<file path="src/rtl/fsm_in.sv">
// Ingress packet parser: matches DA against port addresses and streams matched packets into the output FIFOs.
// Optional broadcast (DA all-ones writes every FIFO) is enabled by defining FSM_IN_BCAST_EN.
module fsm_in #(
  parameter int W_WIDTH   = 8,
  parameter int NUM_PORTS = 4
) (
  input  logic                           clk,
  input  logic                           rst_n,
  input  logic [W_WIDTH-1:0]             data_in,
  input  logic                           sw_enable_in,
  output logic                           read_out,
  input  logic [NUM_PORTS*W_WIDTH-1:0]   port_addr,
  input  logic [NUM_PORTS-1:0]           fifo_full,
  output logic [NUM_PORTS-1:0]           wr_en,
  output logic [W_WIDTH-1:0]             fifo_data,
  output logic                           drop
);

  typedef enum logic [2:0] {
    S_IDLE    = 3'd0,
    S_SA      = 3'd1,
    S_LEN     = 3'd2,
    S_PAYLOAD = 3'd3,
    S_DROP    = 3'd4
  } state_t;

  typedef enum logic [1:0] {
    DPH_SA  = 2'd0,
    DPH_LEN = 2'd1,
    DPH_PAY = 2'd2
  } dphase_t;

  state_t                 state_q;
  dphase_t                dph_q;
  logic [NUM_PORTS-1:0]   mask_q;
  logic [W_WIDTH-1:0]     cnt_q;
  logic                   drop_q;

  logic [NUM_PORTS-1:0]   match;
  logic                   acc;

  always_comb begin
    match = '0;
    for (int i = 0; i < NUM_PORTS; i++) begin
      match[i] = (data_in == port_addr[i*W_WIDTH +: W_WIDTH]);
    end
`ifdef FSM_IN_BCAST_EN
    if (&data_in) begin
      match = '1;
    end
`endif
  end

  // Any full target holds off the whole byte, so multicast copies never diverge.
  always_comb begin
    read_out = 1'b0;
    if (rst_n) begin
      case (state_q)
        S_IDLE:  read_out = ~|(match & fifo_full);
        S_DROP:  read_out = 1'b1;
        default: read_out = ~|(mask_q & fifo_full);
      endcase
    end
  end

  assign acc       = sw_enable_in & read_out;
  assign fifo_data = data_in;
  assign drop      = drop_q;

  always_comb begin
    wr_en = '0;
    if (acc) begin
      case (state_q)
        S_IDLE:  wr_en = match;
        S_DROP:  wr_en = '0;
        default: wr_en = mask_q;
      endcase
    end
  end

  always_ff @(posedge clk) begin
    if (!rst_n) begin
      state_q <= S_IDLE;
      dph_q   <= DPH_SA;
      mask_q  <= '0;
      cnt_q   <= '0;
      drop_q  <= 1'b0;
    end else begin
      drop_q <= 1'b0;
      if (acc) begin
        case (state_q)
          S_IDLE: begin
            if (|match) begin
              mask_q  <= match;
              state_q <= S_SA;
            end else begin
              dph_q   <= DPH_SA;
              drop_q  <= 1'b1;
              state_q <= S_DROP;
            end
          end
          S_SA: state_q <= S_LEN;
          S_LEN: begin
            cnt_q   <= data_in;
            state_q <= (data_in != '0) ? S_PAYLOAD : S_IDLE;
          end
          S_PAYLOAD: begin
            cnt_q <= cnt_q - 1'b1;
            if (cnt_q == W_WIDTH'(1)) state_q <= S_IDLE;
          end
          S_DROP: begin
            // Discarded packets walk the same SA/LEN/payload sequence without writing.
            case (dph_q)
              DPH_SA: dph_q <= DPH_LEN;
              DPH_LEN: begin
                cnt_q <= data_in;
                if (data_in == '0) state_q <= S_IDLE;
                else               dph_q   <= DPH_PAY;
              end
              default: begin
                cnt_q <= cnt_q - 1'b1;
                if (cnt_q == W_WIDTH'(1)) state_q <= S_IDLE;
              end
            endcase
          end
          default: state_q <= S_IDLE;
        endcase
      end
    end
  end

endmodule

</file>
<file path="config.mk">
export PLATFORM = sky130hd
export DESIGN_NAME = fsm_in
export DESIGN_NICKNAME = d
export VERILOG_FILES = /design/src/rtl/fsm_in.sv
export SDC_FILE = /design/constraint.sdc
export NUM_CORES = 1
export LEC_CHECK = 0
export ABC_AREA = 1
export CAP_MARGIN = 40
export CORE_UTILIZATION = 48
export CTS_BUF_LIST = sky130_fd_sc_hd__clkbuf_8
export DETAILED_ROUTE_END_ITERATION = 7
export HOLD_SLACK_MARGIN = 0.05
export PLACE_DENSITY_LB_ADDON = 0.12
export RECOVER_POWER = 25
export SYNTH_ARGS = -nofsm -noshare
export SYNTH_HDL_FRONTEND = slang
export SYNTH_SLANG_ARGS = --single-unit
export TNS_END_PERCENT = 30
</file>
<file path="constraint.sdc">
create_clock -name clk -period 2.5 [get_ports clk]
set_input_delay 0.75 -clock clk [delete_from_list [all_inputs] [get_ports clk]]
set_output_delay 0.75 -clock clk [all_outputs]
set_load 0.02 [all_outputs]
</file>
==> impl_metrics.json <==
{
  "initial_utilization_pct": 50.3,
  "die_w_um": 63.9,
  "synth_compound_area_share_pct": 6.46,
  "first_iter_violations": 136,
  "cp_max_fo": 5,
  "rows": 22,
  "finalCritPeriodShare_pct": 109,
  "layout.cells.non_filler": 464,
  "yosys_warnings": 0,
  "yosys-top-cells-area": "nand2_1 25%, dfxtp_1 20%, nor2_1 13%",
  "synth.cell_area_mm2": 0.00184,
  "clock-root-buffer": "clkbuf_8",
  "yosys_register_bits": 18,
  "synthXorXnorAreaFrac_pct": 10.9,
  "fin_nets": 466,
  "ys_seq_area_share_pct": 19.6,
  "cts_buffers": 3,
  "vias": 2235,
  "dp.cells": 456,
  "routedWlPerCell_um": 11.2,
  "cp_slowest_stage_delay_ns": 0.17,
  "clockBufferDepth": 2,
  "fin_worst_skew_ns": 0.000563,
  "synth.area.mux_share_pct": 0.544,
  "clock_latency_ns": 0.26,
  "synth_top_family_by_area": "simple AND/OR/NAND/NOR gates",
  "synth-simple-area-share_pct": 44.5,
  "clock.fmax_mhz": 368,
  "worst_pin_slew_ns": 0.458,
  "hold_violations": 0,
  "worstPathArrival_ns": 1.96,
  "cp_cell_sequence": "clkdlybuf4s15_1, xnor2_1, nand2_1, nor2_2, nand3_1, nand2_2, o21ai_4, nand3_4, a21oi_4, buf_6",
  "num-fill-cells": 313,
  "min_period_ns": 2.71,
  "antenna_found_initial": 0,
  "drt_first_pass_iters": 4,
  "ctsHoldBuffers": 0,
  "grt_setup_unrepaired": "yes",
  "setup_viol": 5,
  "synth_adder_area_share_pct": 1.36,
  "htree_num_levels": 1,
  "syn-mean-instance-area_um2": 5.43,
  "crit_type": "input port to output port",
  "core_area_mm2": 0.00366,
  "vias_per_cell": 4.82,
  "post-route-drc-count": 0,
  "drive_gt1_share_pct": 25.5,
  "overflow": 0,
  "cap_violations": 0,
  "postSynthCellCount": 339,
  "crit_path_end_kind": "output port",
  "setup_ws_ns": -0.214,
  "pin_count": 61,
  "status": "finished, violations left",
  "crit_path_start_kind": "input port",
  "yosysTopAreaCell": "nand2_1",
  "dpl.hpwl_um": 3970,
  "wirelength_um": 5200,
  "ant_nets": 0,
  "clock_sinks": 18,
  "synth_cell_types": 24,
  "slew_headroom_pct": 69.4,
  "diodes": 0,
  "cp_slowest_cell": "clkdlybuf4s15_1",
  "hold_class": "flip-flop to flip-flop",
  "grtUsageTotal_pct": 26.5,
  "cts_tree": "yes",
  "fp.dieH_um": 63.9,
  "dieArea_mm2": 0.00409,
  "final_cell_mix": "116 x nand2_1, 55 x nor2_1, 48 x inv_1",
  "power-per-cell-area_mw_per_mm2": 363,
  "grt_pass1_wl_um": 8690,
  "area_growth_pct": 45.6,
  "pre_cts_slack_ns": -1.22,
  "violations": "setup timing",
  "grt_max_degree": 18,
  "place_congestion": 0.883,
  "slew_viol_final": 0,
  "power.leakage_nw": 1.44,
  "synth_top_area_share_pct": 25.1,
  "final_common_cell": "nand2_1",
  "grt_pass1_vias": 2134,
  "syn-num-nets": 388,
  "cp.required_ns": 1.75,
  "clkTransAtPathRegs_ns": 0.08,
  "ir_drop_v": 0.000224,
  "port-buffer-count": 60
}
-- timing repair --
action | in CTS | in global routing
pin swaps | 63 | 39
setup endpoints to repair | 30 | 5
resized for setup | 177 | 31
buffers inserted | 1 | 3
-- registers in the layout, summed over array words and instances (netlist names) --
| signal | flops |
|---|---|
| mask_q | 4 |
| state_q | 3 |
| dph_q | 2 |
| drop | 1 |
| cnt_q | 8 |
-- worst max-delay path: cells and delay by family --
family	cells	cell delay, ns
compound gates	2	0.33
xor+xnor	1	0.13
buf+inv	2	0.30
simple gates	5	0.46
-- Yosys cell counts --
cell type    n
nor2_4       1
buf_2        2
nor3_1       1
nand2_1    123
buf_6        1
o21ai_0     12
o22ai_1      1
inv_1       49
xnor2_1     20
xor2_1       3
buf_4       10
ha_1         2
mux2i_1      1
a21oi_1      4
nand4_1      3
nand3_4      1
a41oi_1      1
o22a_1       1
clkbuf_2     3
dfxtp_1     18
o31ai_1      2
nor2_1      65
nand3_1     12
inv_2        3
-- final cells by class --
cell class / instances / area [um2] / area share, %
Sequential cell: 18 / 360 / 13.4
Inverter: 52 / 195 / 7.28
Multi-Input combinational cell: 253 / 1320 / 49.3
Timing Repair Buffer: 89 / 687 / 25.6
Tap cell: 48 / 60.1 / 2.24
Clock buffer: 4 / 55.1 / 2.05
-- through the flow --
| step | cell area, um2 | hold WS, ns | total power [mW] | TNS (ns) | utilization, % |
|---|---|---|---|---|---|
| 2_1_floorplan | 1930 | 0.492 | 0.555 | -0.000421 | - |
| 3_3_place_gp | 2640 | 0.517 | 0.712 | -13.89 | 72.1 |
| 3_5_place_dp | 2640 | 0.529 | 0.720 | -15.19 | 72.1 |
| 4_1_cts | 2670 | 0.541 | 0.959 | -0.996 | 72.9 |
| 5_1_grt | 2680 | 0.582 | 1.03 | -1.25 | 73.2 |
| 6_report | 2680 | 0.537 | 0.972 | -0.990 | 73.2 |
-- final timing paths --
kind            startpoint        end  slack (ns)  depth (start not counted)
min reg2reg      mask_q[0]  mask_q[0]        0.54                          4
min              mask_q[0]  mask_q[0]        0.54                          4
max          port_addr[12]   wr_en[1]       -0.21                         10
max reg2reg     state_q[0]   cnt_q[2]        0.41                         12
-- power by group --
group	internal (mW)	switching, mW	total (mW)
combinational	0.182	0.223	0.405
clock	0.140	0.114	0.255
sequential	0.302	0.00890	0.311
total	0.625	0.346	0.972
-- routing by layer --
metal  vias to the layer above  wire [um]  global-route usage, %
met3                        10        267                   5.36
li1                       1156          -                      -
met1                      1000       2350                   31.4
met2                        69       2490                   47.2
met4                         0         92                   8.52
met5                         -          0                      0
-- cells by family (layout without fill, tap and decap cells) --
group / after synthesis / after routing
AO/OA/AOI/OAI: 21 / 21
flip-flops: 18 / 18
multiplexers: 1 / 1
AND/OR/NAND/NOR: 206 / 206
buffers and inverters: 68 / 145
adder cells (fa/ha/maj): 2 / 2
XOR/XNOR: 23 / 23
Power figures use the tool's default switching activity.
